## src/rtl/control_sequencer_pkg.sv

```systemverilog
// control_sequencer_pkg: shared control-state encodings and opcode headers for the sequencer and decoder
package control_sequencer_pkg;
  typedef enum logic [3:0] {
    S_IF      = 4'd0,
    S_RF      = 4'd1,
    S_IMM2    = 4'd2,
    S_ALU_R3  = 4'd3,
    S_ALU_RI3 = 4'd4,
    S_ALU4    = 4'd5,
    S_BRANCH3 = 4'd6,
    S_MEM3    = 4'd7,
    S_LOAD4   = 4'd8,
    S_STORE4  = 4'd9,
    S_LOAD5   = 4'd10,
    S_JUMP3   = 4'd11,
    S_HALT    = 4'd12
  } cs_e;
  localparam logic [1:0] OP_ALU_R_HEADER      = 2'b00;
  localparam logic [1:0] OP_ALU_RI_HEADER     = 2'b01;
  localparam logic [2:0] OP_BRANCH_HEADER     = 3'b100;
  localparam logic [2:0] OP_MEMORY_REF_HEADER = 3'b101;
  localparam logic [5:0] OP_JUMP              = 6'b110000;
  localparam logic [5:0] OP_IMM_INJECT        = 6'b110001;
  localparam logic [5:0] OP_HALT              = 6'b111111;
  localparam int         OP_STORE_BIT         = 2;
  // Anything not matching a defined header falls through to HALT
  function automatic cs_e decode(input logic [5:0] op);
    return op[5:4] == OP_ALU_R_HEADER      ? S_ALU_R3  :
           op[5:4] == OP_ALU_RI_HEADER     ? S_ALU_RI3 :
           op[5:3] == OP_BRANCH_HEADER     ? S_BRANCH3 :
           op[5:3] == OP_MEMORY_REF_HEADER ? S_MEM3    :
           op      == OP_JUMP              ? S_JUMP3   :
           op      == OP_IMM_INJECT        ? S_IMM2    : S_HALT;
  endfunction
endpackage

```

## src/rtl/control_sequencer_retire_counter.sv

```systemverilog
// retire_counter: wrapping retired-instruction counter with async clear and increment enable
module retire_counter #(
  parameter int COUNT_WIDTH = 16
) (
  input  logic                   clk,
  input  logic                   rst,
  input  logic                   inc,
  output logic [COUNT_WIDTH-1:0] count
);
  always_ff @(posedge clk or posedge rst)
    if (rst) count <= '0;
    else if (inc) count <= count + 1'b1;
endmodule

```

## src/rtl/control_sequencer.sv

```systemverilog
// control_sequencer: multi-cycle instruction control FSM with halt/illegal detection and retire counting
module control_sequencer
  import control_sequencer_pkg::*;
#(
  parameter int COUNT_WIDTH = 16
) (
  input  logic                   clk,
  input  logic                   rst,
  input  logic [5:0]             opcode,
  input  logic                   mem_ready,
  output logic [3:0]             state,
  output logic                   halted,
  output logic                   illegal_op,
  output logic [COUNT_WIDTH-1:0] instr_count
);
  cs_e  cur, nxt;
  logic retire, illegal_next;
  always_ff @(posedge clk or posedge rst)
    if (rst) begin
      cur        <= S_IF;
      illegal_op <= 1'b0;
    end else begin
      cur        <= nxt;
      illegal_op <= illegal_op | illegal_next;
    end
  always_comb begin
    nxt = S_IF;
    case (cur)
      S_IF:                nxt = mem_ready ? S_RF : S_IF;
      S_RF:                nxt = decode(opcode);
      S_ALU_R3, S_ALU_RI3: nxt = S_ALU4;
      S_MEM3:              nxt = opcode[OP_STORE_BIT] ? S_STORE4 : S_LOAD4;
      S_LOAD4:             nxt = mem_ready ? S_LOAD5 : S_LOAD4;
      S_STORE4:            nxt = mem_ready ? S_IF : S_STORE4;
      S_HALT:              nxt = S_HALT;
      default:             nxt = S_IF;
    endcase
  end
  // A legal halt retires on HALT entry; illegal opcodes never retire
  always_comb begin
    illegal_next = cur == S_RF && nxt == S_HALT && opcode != OP_HALT;
    retire       = (nxt == S_IF && cur inside {S_ALU4, S_BRANCH3, S_STORE4, S_LOAD5, S_JUMP3, S_IMM2}) ||
                   (cur == S_RF && opcode == OP_HALT);
  end
  assign state  = cur;
  assign halted = cur == S_HALT;
  retire_counter #(.COUNT_WIDTH(COUNT_WIDTH)) u_cnt (
    .clk  (clk),
    .rst  (rst),
    .inc  (retire),
    .count(instr_count)
  );
endmodule

```

## config.mk

```make
export PLATFORM = sky130hd
export DESIGN_NAME = control_sequencer
export DESIGN_NICKNAME = d
export VERILOG_FILES = /design/src/rtl/control_sequencer_pkg.sv /design/src/rtl/control_sequencer_retire_counter.sv /design/src/rtl/control_sequencer.sv
export SDC_FILE = /design/constraint.sdc
export NUM_CORES = 1
export LEC_CHECK = 0
export BUFFER_PORTS_ARGS = -buffer_cell sky130_fd_sc_hd__clkbuf_2
export CORE_ASPECT_RATIO = 1.1
export CORE_UTILIZATION = 38
export CTS_CLUSTER_SIZE = 12
export DETAILED_ROUTE_END_ITERATION = 8
export PLACE_DENSITY = 0.67
export REMOVE_ABC_BUFFERS = 1
export SLEW_MARGIN = 15
export SYNTH_ARGS = -nofsm -noshare
export SYNTH_HDL_FRONTEND = slang
export SYNTH_SLANG_ARGS = --single-unit
```

## constraint.sdc

```tcl
create_clock -name clk -period 1.57 [get_ports clk]
set_input_delay 0.0785 -clock clk [delete_from_list [all_inputs] [get_ports clk]]
set_output_delay 0.0785 -clock clk [all_outputs]
set_load 0.005 [all_outputs]
```

# == Word level (Yosys, flattened, before mapping) ==
# Cells that the tools add are included.
# W data, S select, Z words.
# word_totals
register_bits,21
input_bits,9
word_cells,46
# classes
n_addsub,1
eq_ne,20
muxes,11
bitwise,1
reduce_logical,10
# ops
operator,count
$mux W4,7
$pmux W4 S7,1
$eq A4 B4 Y1 const B,6
$eq A6 B6 Y1 const B,3
$add A16 B1 Y16 const B,1
$eq A4 B3 Y1 const B,4
$eq A4 B2 Y1 const B,2
$logic_not A4 Y1,2
$eq A3 B3 Y1 const B,2
$ne A6 B6 Y1 const B,1
$reduce_bool A6 Y1,1
$eq A4 B1 Y1 const B,1
$logic_and A1 B1 Y1,4
$eq A2 B1 Y1 const B,1
$logic_not A2 Y1,1
$mux W1,2
$mux W2,1
$reduce_or A2 Y1,1
$logic_or A1 B1 Y1,1
$or A1 B1 Y1,1

# == Longest topological paths before layout ==
# Gate-level depths: netlist of the first run.
# logic_depth
depth_word,12
depth_mapped,6

# == By module ==
# A second synthesis of the first run with hierarchy kept.
# unflattened
cells_unflattened,104
area_unflattened_um2,1103.6
# modules_own_cells
module,n_inst,cells_per_inst,area_each_um2
retire_counter,1,57,710.7
control_sequencer,1,47,392.9

# == Worst setup path after synthesis of the first run ==
# No wires, ideal clock.
# synth_path
kind,register to register
from,register cur[1] (netlist: state[1])
to,register u_cnt.count[15]
setup_time_ps,79
arrival_time_ps,1556
required_time_ps,1491
setup_slack_ps,-65
stages_incl_launch_ff,7
path_buffers,2
synth_period_minus_slack_ps,1635
path_cell_list,dfrtp_1 > buf_6 > nor4b_4 > nand4_4 > buf_6 > a211oi_2 > xor2_1
# synth_between
elab_chain_len,6
elab_cells_between_ends,20
# synth_lines
item,line,rtl
"start, declared",control_sequencer.sv:16,"cs_e cur, nxt;"
"start signal, assigned",control_sequencer.sv:23,cur <= nxt;
$eq A4 B2 Y1 / $eq A4 B3 Y1 (equally long branches),control_sequencer.sv:28,case (cur)
$reduce_or A2 Y1,control_sequencer.sv:28,
$pmux W4 S7,control_sequencer.sv:28,
$logic_not A4 Y1,control_sequencer.sv:42,"retire = (nxt == S_IF && cur inside {S_ALU4, S_BRANCH3, S_STORE4, S_LOAD5, S_JUMP3, S_IMM2}) ||"
$logic_and A1 B1 Y1,control_sequencer.sv:42,
$logic_or A1 B1 Y1 (*),control_sequencer.sv:42,
"end signal, assigned",control_sequencer_retire_counter.sv:12,else if (inc) count <= count + 1'b1;
"end, declared",control_sequencer_retire_counter.sv:8,output logic [COUNT_WIDTH-1:0] count
# Every way passes the cells marked *; elsewhere a longest branch is shown, timed or not.
# A chain may end at the register's enable or synchronous reset.

# == Final worst setup path of the first run ==
# layout_path
from,register cur[3] (netlist: state[3])
to,register u_cnt.count[1]
# The elaborated chain is that of the path after synthesis.

==> metrics.txt, run 1 <==
hold_ws 0.116 ns; max-cap violations 0; Via-to-Cell Ratio 5.38; drt pass-1 iters 4; layout cells sized above 1 0.446; synth unique cells 40; number of enable flip-flop cells after synthesis 0; placed insts 192; Final Skew 0.00314 ns; Remaining DRCs 0; Die Height 61.7 um; post-route insts no fill 202; failing checks negative setup slack; GRT overflow 0; worst-margin pin slew 0.308 ns; worst min path class in -> reg; clk buf depth 2; HPWL after DPL 2080 um; Core Util, Final 0.545; RSZ-0062 raised after global routing yes; CP Capture Type register; TritonCTS clock tree done; GRT Total Usage 0.180; Mapped Avg Cell Area 10.3 sq um; CTS Sinks 21; P&R area growth vs syn 36.0%; Worst-path clk slew 0.12 ns; Placer Congestion 0.806; H-tree levels 1; Port-buffer cells 30; Max Slew Vio Count 0; largest net degree at the start of global routing 22; n_diodes 0; Fill cells 265; initial antenna violation count 0; Core ar. 3070 sq um; vias 1087; Fin. Hold Viols 0; Primary FF master, synth dfrtp_1; Initial Util 0.401; critical path data arrival time 1.84 ns; post-DR wirelength/cell 14.2 um; Detail Route Antenna Nets 0; TritonCTS buffer count 3; CP required 1.77 ns; Leak Pwr 0.843 nW; Slew headroom 0.794; Cell Pwr Density 1430 nW/um^2; initial DRC count 30; num rows 21; asr flop ratio synth 1.00; Final Power 2.40 mW; YS warnings 0; Mapped Area 1230 sq um; post-route setup slack -0.0720 ns; maximum vdd ir drop 0.000751 V; status finished with violations; DIE AREA 3480 sq um; post-layout minimum cycle time 1.64 ns; Setup violations, final 16; register area share after synthesis 0.426; critical path startpoint category register; width of the die 56.3 um; cell count after synthesis 120; number of synthesized register bits 21; post-route clock period utilization 1.05; final WL 2880 um; Worst-Skew Late Latency 0.30 ns; num ports 31; vias in the first global route 1088; Final Net Count 179; crit path max fanout 4; root buffer cell clkbuf_4; Achievable Freq 0.609 GHz; critical path class reg -> reg; first-pass GRT wire length 4870 um
[logic make-up (layout without fill, tap and decap cells)]
group / after synthesis / count (layout) / synth area share
DFF: 21 / 21 / 0.426
xor gates and xnor gates: 15 / 15 / 0.107
buffers and inverters: 10 / 58 / 0.0487
and+or+nand+nor: 45 / 45 / 0.237
muxes: 2 / 2 / 0.0173
AOI/OAI and AO/OA: 26 / 26 / 0.154
adders and majority gates: 1 / 1 / 0.0102
[per-layer routing]
layer	share of wire	vias to the layer above	GRT usage
li1	-	530	-
met1	0.45	533	0.239
met2	0.51	20	0.313
met3	0.029	4	0.0207
met4	0.011	0	0.0627
met5	0	-	0
[metrics by stage]
step,worst slack (ns),setup TNS (ns),area [sq um]
2_1_floorplan,-0.292,-2.10,1180
3_5_place_dp,-0.111,-0.765,1510
5_1_grt,-0.170,-2.21,1680
6_report,-0.0720,-0.529,1680
3_3_place_gp,-0.0569,-0.236,1510
4_1_cts,-0.0707,-0.493,1640
[cell usage in the layout, fill, tap and decap left out, types with 2 or more instances in the layout]
cell type	count
a211oi_2	4
a211oi_4	2
a21oi_1	7
a21oi_2	3
and4_1	5
buf_4	15
buf_6	5
clkbuf_2	29
clkbuf_4	3
dfrtp_1	20
inv_1	2
nand2_1	9
nand2b_1	2
nand3_1	10
nand4_1	3
nor2_1	3
nor3_1	3
xor2_1	15
[synth_stat cells, drive strengths merged, types with 2 or more instances]
| library cell | n | area (sq um) |
|---|---|---|
| dfrtp | 21 | 526 |
| a21oi | 10 | 50.1 |
| inv | 2 | 7.51 |
| nand4 | 4 | 40.0 |
| xor2 | 15 | 131 |
| nand2b | 3 | 18.8 |
| a211oi | 6 | 62.6 |
| buf | 7 | 48.8 |
| nor3 | 3 | 15.0 |
| nand3 | 10 | 50.1 |
| and4 | 5 | 43.8 |
| nor2 | 3 | 11.3 |
| a21boi | 2 | 15.0 |
| o21ai | 2 | 10.0 |
| nand2 | 9 | 33.8 |
[path summary, 6_finish.rpt]
path                                 start              end  slack (ns)  cells past startpoint
min in group asynchronous              rst  u_cnt.count[15]        0.32                      4
hold reg to reg            u_cnt.count[15]  u_cnt.count[15]        0.48                      1
setup reg to reg                  state[3]   u_cnt.count[1]       -0.07                      5
max in group asynchronous              rst         state[3]        1.02                      4
hold / removal                   opcode[0]         state[3]        0.12                      3
setup / recovery                  state[3]   u_cnt.count[1]       -0.07                      5
[timing repair]
action	4_1_cts	5_1_grt
buffers inserted	3	2
pin swaps	7	1
hold endpoints to repair	21	0
hold buffers	1	0
endpoints found under the setup margin	16	18
resized for setup	18	6
[flip-flops by register name, indices dropped and copies added, names as in the netlist]
register     count
u_cnt.count     16
state            4
illegal_op       1
[worst max-delay path: stages, from the launching register on]
cell	delay, ns
dfrtp_2	0.47
buf_6	0.13
and4b_1	0.19
a211oi_4	0.29
nand2_1	0.14
mux2_4	0.32
[area by class of cell]
type / count / area, sq um / area share
clock inverters: 1 / 5.00 / 0.00299
flip-flops and latches: 21 / 527 / 0.314
well taps: 34 / 42.5 / 0.0254
multi-input cells: 89 / 723 / 0.431
clock buffers: 3 / 22.5 / 0.0134
inverters: 2 / 7.51 / 0.00448
repair buffers: 52 / 349 / 0.208
[where the power goes]
group	internal, mW	total, mW	switching (mW)
clock network	0.0950	0.260	0.165
registers	0.666	0.816	0.150
logic	0.710	1.32	0.611
Note: power is estimated with default switching activity, not from simulation.
==> run 2, diff against run 1 <==
Settings changed: PLACE_DENSITY 0.67 to unset.
==> metrics.txt, run 2 (same netlist as run 1, synthesis figures left out) <==
placed insts 190 (-1.0%); Die Height 61.7 um (unchanged); drt pass-1 iters 4 (unchanged); Leak Pwr 0.811 nW (-3.8%); Hold Crit Start opcode[0]; Final Power 2.19 mW (-8.7%); root buffer cell clkbuf_4; met2 usage 0.289 (-0.0238); hold_ws 0.0953 ns (-0.0206 ns); Initial Util 0.401 (unchanged); TritonCTS buffer count 3 (unchanged); post-route clock period utilization 1.04 (-0.00730); post-route setup slack -0.0605 ns (+0.0115 ns); n_diodes 0 (unchanged); final WL 2670 um (-7.3%); largest register by flop count u_cnt.count; critical path data arrival time 1.87 ns (+0.03 ns); Detail Route Antenna Nets 0 (unchanged); Placer Congestion 0.776 (-3.8%); Via-to-Cell Ratio 5.33 (-0.95%); Worst Reg-to-Reg Cells 5 (unchanged); Top Usage Layer GRT met2; width of the die 56.3 um (unchanged); GRT overflow 0 (unchanged); H-tree levels 1 (unchanged); GRT Total Usage 0.163 (-0.0163); P&R area growth vs syn 30.2%; Achievable Freq 0.613 GHz (+0.70%); Setup violations, final 10 (-6); Fin. Hold Viols 0 (unchanged); pre-CTS setup slack -0.110 ns (+0.000552 ns); critical path startpoint category register; Largest register FFs 16 (unchanged); Core ar. 3070 sq um (unchanged); buffer and inverter count on the worst path 1 (unchanged); post-route insts no fill 200 (-0.99%); initial antenna violation count 0 (unchanged); Reg area 528 sq um (+0.24%); commonest cells after routing, fill and taps aside 30 x clkbuf_2, 19 x dfrtp_1, 16 x buf_4, 15 x xor2_1, 10 x nand3_1; post-DR wirelength/cell 13.3 um (-6.3%); maximum vdd ir drop 0.00120 V (+60%); Final Skew 0.00453 ns (+0.00138 ns); first-pass GRT wire length 4440 um (-8.9%); Remaining DRCs 0 (unchanged); Worst-Skew Late Latency 0.31 ns (about the same); crit path cell chain nor4b_4 -> buf_4 -> nand4_4 -> a211oi_2 -> xor2_1; WHS Path Cells 3 (unchanged); Cell Pwr Density 1360 nW/um^2 (-4.6%); worst reg2reg endpoint u_cnt.count[15]; vias 1066 (-1.9%); initial DRC count 9 (-70%); worst min path class in -> reg; commonest non-fill, non-tap cell in the layout clkbuf_2; r2r setup slk -0.06 ns (about the same); WHS Endpoint state[3]; Slew headroom 0.783 (-0.0113); crit path max fanout 6 (+2); DIE AREA 3480 sq um (unchanged); Multi-input gate area 696 sq um (-3.8%); status finished with violations; layout cells sized above 1 0.404 (-0.0428); RSZ-0062 raised after global routing yes; max-cap violations 0 (unchanged); vias in the first global route 1012 (-7.0%); met1 Use GR 0.214 (-0.0252); clk buf depth 2 (unchanged); slowest cell delay on critical path 0.45 ns (-0.02 ns); CTS Sinks 21 (unchanged); TritonCTS clock tree done; worst-path cell with the longest stage delay dfrtp_1; Worst-path clk slew 0.12 ns (about the same); Fill cells 261 (-1.5%); failing checks negative setup slack; total stage count of the critical path 5 (unchanged); Final Net Count 177 (-1.1%); Max Slew Vio Count 0 (unchanged); GR Util met3 0.0435 (+0.0228); Port-buffer cells 30 (unchanged); largest net degree at the start of global routing 22 (unchanged); post-layout minimum cycle time 1.63 ns (-0.0115 ns); num ports 31 (unchanged); Crit path max-delay family simple AND/OR/NAND/NOR gates; CP required 1.81 ns (+0.04 ns); HPWL after DPL 1890 um (-9.0%); num rows 21 (unchanged); worst-margin pin slew 0.323 ns (+0.0157 ns); CP Capture Type register; reg-to-reg startpoint state[1]; critical path class reg -> reg
run 2: changes by cell type in the layout (fill, tap and decap cells not counted), moves of 2 or more:
| cell | change |
|---|---|
| a211oi_1 | +4 |
| a211oi_2 | -3 |
| a21oi_1 | -2 |
| a21oi_2 | +2 |
| buf_6 | -3 |
run 2: worst max-delay path by stage:
stage	startpoint	to
2_1_floorplan	state[1]	u_cnt.count[1]
3_3_place_gp	state[3]	u_cnt.count[11]
3_5_place_dp	state[2]	u_cnt.count[1]
4_1_cts	state[1]	u_cnt.count[15]
5_1_grt	state[1]	u_cnt.count[15]
6_report	state[1]	u_cnt.count[15]
run 2: what timing repair did:
| item | CTS | global route |
|---|---|---|
| endpoints found under the setup margin | 16 | 17 |
| endpoints found under the hold margin | 21 | 0 |
| pin swaps | 2 | 1 |
| hold buffers | 1 | 0 |
| gates cloned | 1 | 0 |
| resized for setup | 3 | 9 |
| buffers inserted | 4 | 0 |
run 2: through the flow:
step | instance area [sq um] | utilization | TNS [ns]
final | 1600 | 0.522 | -0.244
after CTS | 1570 | 0.511 | -0.275
after global routing | 1600 | 0.522 | -1.91
after floorplan | 1180 | - | -2.10
after detailed placement | 1480 | 0.481 | -1.05
after global placement | 1480 | 0.481 | -0.696
run 2: power breakdown:
group	leakage, nW	switching (mW)	internal [mW]
Sequential	0.275	0.152	0.668
Combinational	0.518	0.536	0.561
Clock	0.0177	0.175	0.0952
run 2: layout make-up:
cell class              instances  share of cell area
flip-flops and latches         21               0.329
well taps                      34              0.0265
clock inverters                 1             0.00312
repair buffers                 49               0.189
clock buffers                   3              0.0140
inverters                       2             0.00468
multi-input cells              90               0.434
run 2: worst register-to-register path, delay by kind of cell, from the launching register on:
family | cells | cell delay (ns)
buf+inv | 1 | 0.19
flops | 1 | 0.45
compound gates | 1 | 0.25
xor+xnor | 1 | 0.16
simple gates | 2 | 0.53
run 2: routing by layer:
| metal | part of all wire | vias up |
|---|---|---|
| met2 | 0.49 | 15 |
| met5 | 0 | - |
| met4 | 0.0045 | 0 |
| met1 | 0.47 | 520 |
| li1 | - | 529 |
| met3 | 0.029 | 2 |
==> run 3, diff against run 2 <==
Settings changed: CTS_CLUSTER_SIZE 12 to 40, SYNTH_HIERARCHICAL set to 1.
==> metrics.txt, run 3 <==
Initial Util 0.401 (about the same); worst min path class in -> async; layout cells sized above 1 0.497 (+0.0935); commonest non-fill, non-tap cell in the layout buf_4; Cell Pwr Density 1520 nW/um^2 (+11%); n_diodes 0 (unchanged); initial DRC count 11 (+2); largest register by flop count u_cnt/count; Achievable Freq 0.519 GHz (-15%); TritonCTS clock tree done; P&R area growth vs syn 51.1%; CP Capture Type register; failing checks negative setup slack; maximum vdd ir drop 0.00130 V (+8.4%); width of the die 53.4 um (-5.2%); vias 1028 (-3.6%); cell with the most instances after synthesis dfrtp_1; pre-CTS setup slack -0.370 ns (-0.260 ns); worst reg2reg endpoint u_cnt/count[12]; HPWL after DPL 1850 um (-2.4%); Fill cells 231 (-11%); Synth area leaders dfrtp_1 48%, xnor2_1 7.9%, xor2_1 4.0%; area share of the leading cell type in the synthesized netlist 0.476 (+0.0498); crit path max fanout 4 (-2); YS warnings 6 (+6); Setup crit start state[1]; Die Height 58.5 um (-5.2%); register area share after synthesis 0.476 (+0.0498); Fin. Hold Viols 0 (unchanged); Placer Congestion 0.815 (+5.1%); post-DR wirelength/cell 12.8 um (-4.2%); status finished with violations; Worst-Skew Late Latency 0.30 ns (about the same); post-route setup slack -0.355 ns (-0.295 ns); Mapped Avg Cell Area 10.6 sq um (+3.3%); critical path class reg -> reg; DIE AREA 3120 sq um (-10%); CTS Sinks 21 (unchanged); Mapped Area 1100 sq um (-10%); worst-margin pin slew 0.628 ns (+0.305 ns); Slew headroom 0.581 (-0.202); critical path startpoint category register; initial antenna violation count 0 (unchanged); cell count after synthesis 104 (-13%); max-cap violations 0 (unchanged); num rows 20 (-4.8%); number of enable flip-flop cells after synthesis 0 (unchanged); commonest cells after routing, fill and taps aside 31 x buf_4, 30 x clkbuf_2, 20 x dfrtp_1, 10 x nand2_1, 8 x xnor2_1; Core Util, Final 0.606 (+0.0841); root buffer cell clkbuf_4; RSZ-0062 raised after global routing yes; r2r setup slk -0.36 ns (-0.29 ns); drt pass-1 iters 4 (unchanged); num ports 31 (unchanged); Final Skew 0.0102 ns (+0.00568 ns); GRT Total Usage 0.178 (+0.0148); GRT overflow 0 (unchanged); Leak Pwr 0.851 nW (+5.0%); Setup violations, final 17 (+7); critical path data arrival time 2.13 ns (+0.26 ns); Final Net Count 182 (+2.8%); Worst Reg-to-Reg Cells 9 (+4); post-synth top area cell dfrtp_1; largest net degree at the start of global routing 17 (-23%); Core ar. 2750 sq um (-10%); reg-to-reg startpoint state[1]; post-layout minimum cycle time 1.93 ns (+0.295 ns); number of synthesized register bits 21 (unchanged); CP required 1.77 ns (-0.04 ns); Setup TNS -3.67 ns (-3.43 ns); Largest register FFs 16 (unchanged); post-route clock period utilization 1.23 (+0.188); Via-to-Cell Ratio 5.04 (-5.5%); synth cell count leaders 21 x dfrtp_1, 10 x nand2_1, 10 x xnor2_1; Primary FF master, synth dfrtp_1; vias in the first global route 979 (-3.3%); H-tree levels 1 (unchanged); asr flop ratio synth 1.00 (unchanged); final WL 2610 um (-2.3%); Detail Route Antenna Nets 0 (unchanged); Remaining DRCs 0 (unchanged); first-pass GRT wire length 4070 um (-8.2%); clk buf depth 2 (unchanged); Port-buffer cells 30 (unchanged); TritonCTS buffer count 3 (unchanged); Worst-path clk slew 0.12 ns (about the same); Max Slew Vio Count 0 (unchanged); Critical Path End u_cnt/count[12]; synth unique cells 36 (-10%)
==> run 3: changes by cell type in the layout (fill, tap and decap cells not counted), sizes merged, moves of 4 or more <==
cell	delta
nand3	-4
o21ai	+4
inv	+4
a21oi	-9
xor2	-10
buf	+16
a211oi	-5
xnor2	+10
==> run 3: timing repair <==
| action | in CTS | in global routing |
|---|---|---|
| gates resized for setup | 9 | 11 |
| buffers inserted | 9 | 7 |
| endpoints found under the hold margin | 21 | 0 |
| hold buffers | 1 | 0 |
| setup endpoints to repair | 16 | 20 |
| pin swaps | 16 | 14 |
==> run 3: worst min-delay path by stage <==
stage                     cells past startpoint    endpoint  startpoint
after floorplan                               1  illegal_op         rst
after global placement                        2    state[0]         rst
after detailed placement                      2    state[0]         rst
after CTS                                     3    state[0]         rst
after global routing                          3    state[2]         rst
final                                         3    state[0]         rst
==> run 3: cell families (layout without fill, tap and decap cells) <==
logic type      count (synthesis)  in the layout  synth area share
simple gates                   44             44             0.265
flops                          21             21             0.476
xor+xnor                       15             15             0.119
compound gates                 14             14            0.0862
buf+inv                         8             75            0.0317
fa+ha+maj                       1              1            0.0113
mux                             1              1            0.0102
==> run 3: per-layer routing <==
metal	part of all wire	GRT usage	wire (um)
met3	0.027	0.0155	70
met4	0.012	0.0902	32
met5	0	0	0
met2	0.52	0.318	1350
met1	0.44	0.208	1160
==> run 3: where the power goes <==
part | switching [mW] | leakage (nW) | internal [mW]
clock network | 0.160 | 0.0177 | 0.0950
logic | 0.602 | 0.564 | 0.832
registers | 0.162 | 0.270 | 0.681
total | 0.925 | 0.851 | 1.61
==> run 3: area by class of cell <==
cell class	count	area, sq um	area share
well taps	33	41.3	0.0248
clock inverters	1	5.00	0.00300
multi-input cells	75	623	0.374
repair buffers	65	427	0.256
clock buffers	3	22.5	0.0135
flip-flops and latches	21	527	0.316
inverters	6	22.5	0.0135
==> run 3: worst max-delay path, stage by stage (launching register included) <==
cell and delay (ns):
dfrtp_2 0.44, inv_1 0.08, o21ai_1 0.11, a221oi_2 0.27
buf_4 0.17, nand4_4 0.11, buf_6 0.16, nor3_4 0.22
nand3_2 0.13, xnor2_2 0.16
==> run 3: per-stage QoR <==
step           std cells  hold WS [ns]  cell area (sq um)  power [mW]
4_1_cts              198         0.200               1570        2.35
3_5_place_dp         184       -0.0222               1430        1.86
6_report             204         0.199               1670        2.53
5_1_grt              204         0.218               1670        2.71
3_3_place_gp         184       -0.0281               1430        1.84
2_1_floorplan        102        -0.143               1090        1.32
